==> src/rtl/peak_pkg.sv <==
// Shared types and constants for the peak_fetch instruction-fetch unit.
package peak_pkg;

  // Instruction substituted for any word that came back with a bus error.
  localparam logic [31:0] NOP_INST = 32'h0000_0013;

  typedef enum logic [1:0] {
    ST_BOOT  = 2'd0,
    ST_RUN   = 2'd1,
    ST_FAULT = 2'd2
  } fetch_state_e;

  typedef struct packed {
    logic [31:0] inst;
    logic [31:0] pc;
    logic        err;
  } fetch_entry_t;

  localparam int ENTRY_W = $bits(fetch_entry_t);

  // Builds the buffer entry for a memory response; errored words become NOPs.
  function automatic fetch_entry_t make_entry(input logic [31:0] inst,
                                              input logic [31:0] pc,
                                              input logic        err);
    fetch_entry_t e;
    e.inst = err ? NOP_INST : inst;
    e.pc   = pc;
    e.err  = err;
    return e;
  endfunction

endpackage

==> src/rtl/peak_fetch_fifo.sv <==
// Instruction buffer for peak_fetch: small FIFO with push, pop, flush and
// an occupancy count. A flush in the same cycle as a push leaves exactly the
// pushed entry in the buffer (used to inject a single fault entry).
module peak_fetch_fifo
  import peak_pkg::*;
#(
  parameter int DEPTH = 2
) (
  input  logic               i_clk,
  input  logic               i_rst_n,
  input  logic               i_flush,
  input  logic               i_push,
  input  logic               i_pop,
  input  logic [ENTRY_W-1:0] i_data,
  output logic [ENTRY_W-1:0] o_data,
  output logic [2:0]         o_count
);

  localparam int AW = (DEPTH > 2) ? 2 : 1;

  fetch_entry_t    r_mem [0:DEPTH-1];
  logic [AW-1:0]   r_wr;
  logic [AW-1:0]   r_rd;
  logic [2:0]      r_count;
  logic [AW-1:0]   w_wr_idx;

  assign w_wr_idx = i_flush ? '0 : r_wr;
  assign o_data   = r_mem[r_rd];
  assign o_count  = r_count;

  // Pointer and occupancy bookkeeping; flush restarts both pointers at slot 0.
  always_ff @(posedge i_clk or negedge i_rst_n) begin
    if (!i_rst_n) begin
      r_wr    <= '0;
      r_rd    <= '0;
      r_count <= '0;
    end else if (i_flush) begin
      r_rd    <= '0;
      r_wr    <= i_push ? AW'(1) : '0;
      r_count <= i_push ? 3'd1 : 3'd0;
    end else begin
      if (i_push) r_wr <= r_wr + 1'b1;
      if (i_pop)  r_rd <= r_rd + 1'b1;
      r_count <= r_count + {2'b00, i_push} - {2'b00, i_pop};
    end
  end

  // Entry storage carries no reset; validity comes from the count alone.
  always_ff @(posedge i_clk) begin
    if (i_push) r_mem[w_wr_idx] <= fetch_entry_t'(i_data);
  end

endmodule

==> src/rtl/peak_fetch.sv <==
// peak_fetch: instruction fetch unit with in-order memory requests, a small
// instruction buffer and redirect/kill handling.
// Optional build macro: PEAK_FETCH_MISALIGN_EN -- a misaligned redirect
// target produces a single error entry instead of being rounded down.
module peak_fetch
  import peak_pkg::*;
#(
  parameter logic [31:0] RESET_VECTOR = 32'h0000_0000,
  parameter int          BUF_DEPTH    = 2
) (
  input  logic        CLK,
  input  logic        RST_N,
  output logic        I_MEM_REQ,
  output logic [31:0] I_MEM_ADDR,
  input  logic        I_MEM_GNT,
  input  logic        I_MEM_RVALID,
  input  logic [31:0] I_MEM_RDATA,
  input  logic        I_MEM_ERR,
  input  logic        REDIRECT,
  input  logic [31:0] REDIRECT_PC,
  output logic        IF_VALID,
  input  logic        IF_READY,
  output logic [31:0] IF_INST,
  output logic [31:0] IF_PC,
  output logic        IF_ERR
);

  localparam logic [3:0] DEPTH_L = 4'(BUF_DEPTH);

  fetch_state_e       r_state;
  fetch_state_e       w_state_nxt;
  logic [31:0]        r_pc;
  logic [31:0]        r_rsp_pc;
  logic [2:0]         r_outst;
  logic [2:0]         r_kill;

  logic [2:0]         w_count;
  logic [ENTRY_W-1:0] w_head_raw;
  fetch_entry_t       w_head;
  fetch_entry_t       w_push_entry;
  logic               w_valid;
  logic               w_pop;
  logic               w_err_pop;
  logic               w_flush;
  logic               w_gnt;
  logic               w_rsp;
  logic               w_rsp_live;
  logic               w_push;
  logic               w_misal;
  logic [31:0]        w_redir_pc;
  logic [2:0]         w_outst_nxt;
  logic [3:0]         w_occupancy;

`ifdef PEAK_FETCH_MISALIGN_EN
  assign w_misal    = REDIRECT & (REDIRECT_PC[1:0] != 2'b00);
  assign w_redir_pc = REDIRECT_PC;
`else
  assign w_misal    = 1'b0;
  assign w_redir_pc = REDIRECT_PC & 32'hFFFF_FFFC;
`endif

  assign w_head    = fetch_entry_t'(w_head_raw);
  assign w_valid   = (w_count != 3'd0);
  assign w_pop     = w_valid & IF_READY;
  assign w_err_pop = w_pop & w_head.err;
  assign w_flush   = REDIRECT | w_err_pop;

  // A response with nothing outstanding (e.g. left over from before reset) is ignored.
  assign w_gnt       = I_MEM_REQ & I_MEM_GNT;
  assign w_rsp       = I_MEM_RVALID & (r_outst != 3'd0);
  assign w_rsp_live  = w_rsp & (r_kill == 3'd0);
  assign w_outst_nxt = r_outst + {2'b00, w_gnt} - {2'b00, w_rsp};

  // Responses behind an accepted error entry, or arriving in FAULT, are dropped.
  assign w_push = w_misal | (w_rsp_live & (r_state == ST_RUN) & ~w_flush);
  assign w_push_entry = w_misal ? make_entry(32'h0, REDIRECT_PC, 1'b1)
                                : make_entry(I_MEM_RDATA, r_rsp_pc, I_MEM_ERR);

  // Slot accounting: buffered + in flight, crediting a clean entry leaving this
  // cycle so a single-cycle memory can sustain one fetch per clock.
  assign w_occupancy = {1'b0, w_count} + {1'b0, r_outst}
                     - {3'b000, w_pop & ~w_head.err};

  assign I_MEM_ADDR = r_pc;
  assign IF_VALID   = w_valid;
  assign IF_INST    = w_valid ? w_head.inst : 32'h0;
  assign IF_PC      = w_valid ? w_head.pc   : 32'h0;
  assign IF_ERR     = w_valid & w_head.err;

  peak_fetch_fifo #(
    .DEPTH (BUF_DEPTH)
  ) u_fifo (
    .i_clk   (CLK),
    .i_rst_n (RST_N),
    .i_flush (w_flush),
    .i_push  (w_push),
    .i_pop   (w_pop & ~w_flush),
    .i_data  (w_push_entry),
    .o_data  (w_head_raw),
    .o_count (w_count)
  );

  // Fetch state register.
  always_ff @(posedge CLK or negedge RST_N) begin
    if (!RST_N) r_state <= ST_BOOT;
    else        r_state <= w_state_nxt;
  end

  // Next state and request generation; a redirect overrides everything else.
  always_comb begin
    w_state_nxt = r_state;
    I_MEM_REQ   = 1'b0;
    unique case (r_state)
      ST_BOOT: w_state_nxt = ST_RUN;
      ST_RUN: begin
        if (!REDIRECT && (w_occupancy < DEPTH_L)) I_MEM_REQ = 1'b1;
        if (w_err_pop) w_state_nxt = ST_FAULT;
      end
      ST_FAULT: w_state_nxt = ST_FAULT;
      default:  w_state_nxt = ST_BOOT;
    endcase
    if (REDIRECT) w_state_nxt = w_misal ? ST_FAULT : ST_RUN;
  end

  // Fetch PC, response PC and in-flight / kill counters.
  always_ff @(posedge CLK or negedge RST_N) begin
    if (!RST_N) begin
      r_pc     <= RESET_VECTOR;
      r_rsp_pc <= RESET_VECTOR;
      r_outst  <= 3'd0;
      r_kill   <= 3'd0;
    end else begin
      r_outst <= w_outst_nxt;
      if (REDIRECT) begin
        r_pc     <= w_redir_pc;
        r_rsp_pc <= w_redir_pc;
        r_kill   <= w_outst_nxt;
      end else begin
        if (w_gnt)      r_pc     <= r_pc + 32'd4;
        if (w_rsp_live) r_rsp_pc <= r_rsp_pc + 32'd4;
        if (w_rsp && (r_kill != 3'd0)) r_kill <= r_kill - 3'd1;
      end
    end
  end

endmodule

==> config.mk <==
export PLATFORM = sky130hd
export DESIGN_NAME = peak_fetch
export DESIGN_NICKNAME = d
export VERILOG_FILES = /design/src/rtl/peak_pkg.sv /design/src/rtl/peak_fetch_fifo.sv /design/src/rtl/peak_fetch.sv
export SDC_FILE = /design/constraint.sdc
export NUM_CORES = 1
export LEC_CHECK = 0
export BUFFER_PORTS_ARGS = -buffer_cell sky130_fd_sc_hd__buf_2
export CAP_MARGIN = 20
export CORE_ASPECT_RATIO = 1.5
export CORE_UTILIZATION = 45
export DETAILED_ROUTE_END_ITERATION = 16
export HOLD_SLACK_MARGIN = 0.05
export PLACE_DENSITY_LB_ADDON = 0.2
export SLEW_MARGIN = 15
export SYNTH_ARGS = -nofsm -noshare
export SYNTH_HDL_FRONTEND = slang
export SYNTH_SLANG_ARGS = --single-unit
==> constraint.sdc <==
create_clock -name CLK -period 7.19 [get_ports CLK]
set_input_delay 0 -clock CLK [delete_from_list [all_inputs] [get_ports CLK]]
set_output_delay 0 -clock CLK [all_outputs]
set_load 0.02 [all_outputs]
==> reports/metrics.yaml <==
sta:
  worstMarginPinSlew_ns: 1.095
  setup_viol: 0
  fmax_mhz: 211.1
  min_period_ns: 4.737
  tns_ns: 0
  slew_headroom_pct: 27.00
  hold_viol_final: 0
  rsz0062_at_grt: "false"
  period_share_pct: 65.89
  setup_slack_ns: 2.453
  slew_viol_final: 0
  clock_skew_ns: 0.01011
pwr:
  power.switching_uw: 1076
  power.leakage_uw: 0.004612
  seq_power_share_pct: 43.1
  finalPower_uw: 3269
  p_per_area_nw_per_um2: 275.1
  pwr-share-comb_pct: 27.8
  power.internal_uw: 2193
  ir_worst_vdd_uv: 159.1
  swShare_pct: 32.91
  p_clk_share_pct: 29.1
cts:
  clockRootBuffer: "clkbuf_16"
  cts_tree: "yes"
  clock_latency_ns: 0.43
  cts_max_level: 4
  post_cts_buffers: 0
  cts.clk_slew.worst_paths_ns: 0.07
  numCtsBuffers: 17
  cts.path.max_buffers: 2
  cts.sinks: 199
  cts_resized: 0
synth:
  synth_top_cell_by_area: "edfxtp_1"
  seq_area_frac_synth_pct: 58.53
  synth_cell_types: 60
  netlist_area_sq_um: 9585
  async_reset_ff_share_pct: 36.68
  synth.most_common_cell: "edfxtp_1"
  synth_flop_cell: "edfxtp_1"
  synth_edf_count: 126
  avgSynthCellArea_sq_um: 12.37
  synth_top_area_share_pct: 39.47
  netlist_top_cells_count: "126 x edfxtp_1, 89 x nor2_1, 73 x dfrtp_1"
  yosys_register_bits: 199
  yosys_warnings: 0
  postSynthCellCount: 775
  synth_area_leaders: "edfxtp_1 39%, dfrtp_1 19%, mux2i_1 7.4%"
worst_setup_path:
  r2r_slack_ns: 2.45
  reg2reg_from: "u_fifo.r_rd$_DFFE_PN0P_"
  crit_required_ns: 7.53
  reg2reg_to: "r_kill[2]$_DFFE_PN0P_"
  setup.worst_path.end: "r_kill[2]$_DFFE_PN0P_"
  crit_type: "flop to flop"
  worstPathMaxFanout: 7
  worstSetupEndpointType: "flop"
  startpoint: "u_fifo.r_rd$_DFFE_PN0P_"
  reg2reg_depth: 18
  crit_path_start_kind: "flop"
  cp.arrival_ns: 5.08
placement:
  port_buffers: 163
  place_ws_ns: 2.509
  hpwl_um: 13910
  gp_congestion: 0.8264
layout:
  nets: 1081
  diodes: 0
  drive_gt1_share_pct: 25.47
  nFillCells: 1788
  syn_to_final_growth_pct: 24.00
die:
  die_w_um: 121.2
  core_sq_um: 20980
  die_y_um: 180.8
  num_rows: 65
  initial_core_util_pct: 45.68
  die_area_sq_um: 21900
  ios: 170
routing:
  drc: 0
  viasPerCell: 5.238
  wl_per_cell_um: 16.72
  antenna_left: 0
  firstDrtPassIters: 6
  dr_total_vias: 6668
  routed_wl_um: 21280
  drt_iter0_drc: 445
job:
  cap_violations: 0
run_status:
  status: "completed"
global_routing:
  gr-total-overflow: 0
  first_global_vias: 6803
  antenna_found_initial: 0
  grt_usage_pct: 20.51
  grt_max_degree: 74
  grt_pass1_wl_um: 34490
hold_path:
  hp-class: "input port to flop"
placed cells by master (no fill, tap or decap), types with 7 or more instances in the layout:
master | Yosys | routed
dfrtp_1 | 73 | 72
buf_2 | 3 | 163
nor4_1 | 14 | 14
nor2_1 | 89 | 87
nor3_1 | 12 | 11
dlygate4sd3_1 | 0 | 64
mux2i_1 | 71 | 71
ha_1 | 15 | 15
and3_1 | 8 | 8
or3_1 | 7 | 7
mux2_2 | 26 | 26
nand3_1 | 18 | 18
nor2b_1 | 34 | 34
clkbuf_16 | 0 | 20
o21ai_0 | 12 | 12
xnor2_1 | 32 | 32
nand4_1 | 16 | 16
edfxtp_1 | 126 | 126
nand2_1 | 29 | 29
inv_1 | 36 | 35
a21oi_1 | 14 | 14
buf_4 | 5 | 8
o31a_1 | 7 | 7
xor2_1 | 20 | 20
timing repair:
item,in CTS,in global routing
hold buffers,64,0
setup endpoints to repair,0,0
hold endpoints to repair,198,0
per-layer routing:
| metal | vias to the layer above | wire length (um) | track usage (%) |
|---|---|---|---|
| li1 | 3239 | - | - |
| met1 | 3221 | 9117 | 24.75 |
| met2 | 170 | 10820 | 35.57 |
| met3 | 38 | 755 | 3.725 |
| met4 | 0 | 591 | 8.642 |
| met5 | - | 0 | 0 |
power groups by stage:
stage	registers (uW)	logic, uW	clock network, uW
after global routing	1420	1010	1020
after detailed placement	1430	887	0
after global placement	1430	876	0
final	1410	909	952
after CTS	1410	919	982
after floorplan	1430	627	0
critical path, cell delays in order, from the launching register on:
cell and delay [ns]:
dfrtp_4 0.47, mux2_2 0.30, nor2_1 0.15, ha_1 0.25, nand2b_1 0.16, fa_1 0.38
xor2_1 0.34, nand3_1 0.37, a21oi_1 0.69, nand2_1 0.13, ha_1 0.30, inv_1 0.05
ha_1 0.13, inv_1 0.05, fa_1 0.37, xnor2_1 0.20, xnor2_1 0.15, nand2_1 0.07
o21ai_0 0.10
cell type report:
type,instances,area (sq um),area share [%]
Timing Repair Buffer,235,1516,12.76
Clock inverter,10,87.58,0.7368
Sequential cell,199,5614,47.23
Multi-Input combinational cell,503,3690,31.04
Clock buffer,22,508.0,4.274
Inverter,36,135.1,1.137
Tap cell,268,335.3,2.821
flip-flops by register name (all words and copies together) (netlist names):
register / count
r_kill: 3
r_state: 2
I_MEM_ADDR: 30
u_fifo.r_wr: 1
r_rsp_pc: 30
r_outst: 3
u_fifo.o_count: 3
u_fifo.r_mem: 126
u_fifo.r_rd: 1
through the flow:
step | hold slack [ns] | cell area, sq um | util [%] | instances
2_1_floorplan | -0.2956 | 9597 | - | 778
3_3_place_gp | 0.2691 | 10650 | 50.76 | 1177
3_5_place_dp | 0.2703 | 10650 | 50.76 | 1177
4_1_cts | 0.07673 | 11890 | 56.65 | 1273
5_1_grt | 0.1073 | 11890 | 56.65 | 1273
6_report | 0.1136 | 11890 | 56.65 | 1273
worst min path at each step:
stage | from | endpoint | cells after the start
2_1_floorplan | RST_N | I_MEM_ADDR[10]$_DFFE_PN0N_ | 0
3_3_place_gp | REDIRECT_PC[24] | r_rsp_pc[24]$_DFFE_PN0N_ | 3
3_5_place_dp | REDIRECT_PC[10] | r_rsp_pc[10]$_DFFE_PN0N_ | 2
4_1_cts | I_MEM_GNT | I_MEM_ADDR[14]$_DFFE_PN0N_ | 5
5_1_grt | I_MEM_GNT | I_MEM_ADDR[14]$_DFFE_PN0N_ | 5
6_report | I_MEM_GNT | I_MEM_ADDR[14]$_DFFE_PN0N_ | 5
cell families after synthesis:
logic type	after synthesis	synth area share, %
and+or+nand+nor	258	14.28
DFF	199	58.53
muxes	98	10.63
buffers and inverters	76	3.302
AOI/OAI and AO/OA	73	5.887
xor gates and xnor gates	52	4.751
adders and majority gates	18	2.585
other	1	0.03912
No activity file was read; power rests on OpenSTA's default activity.
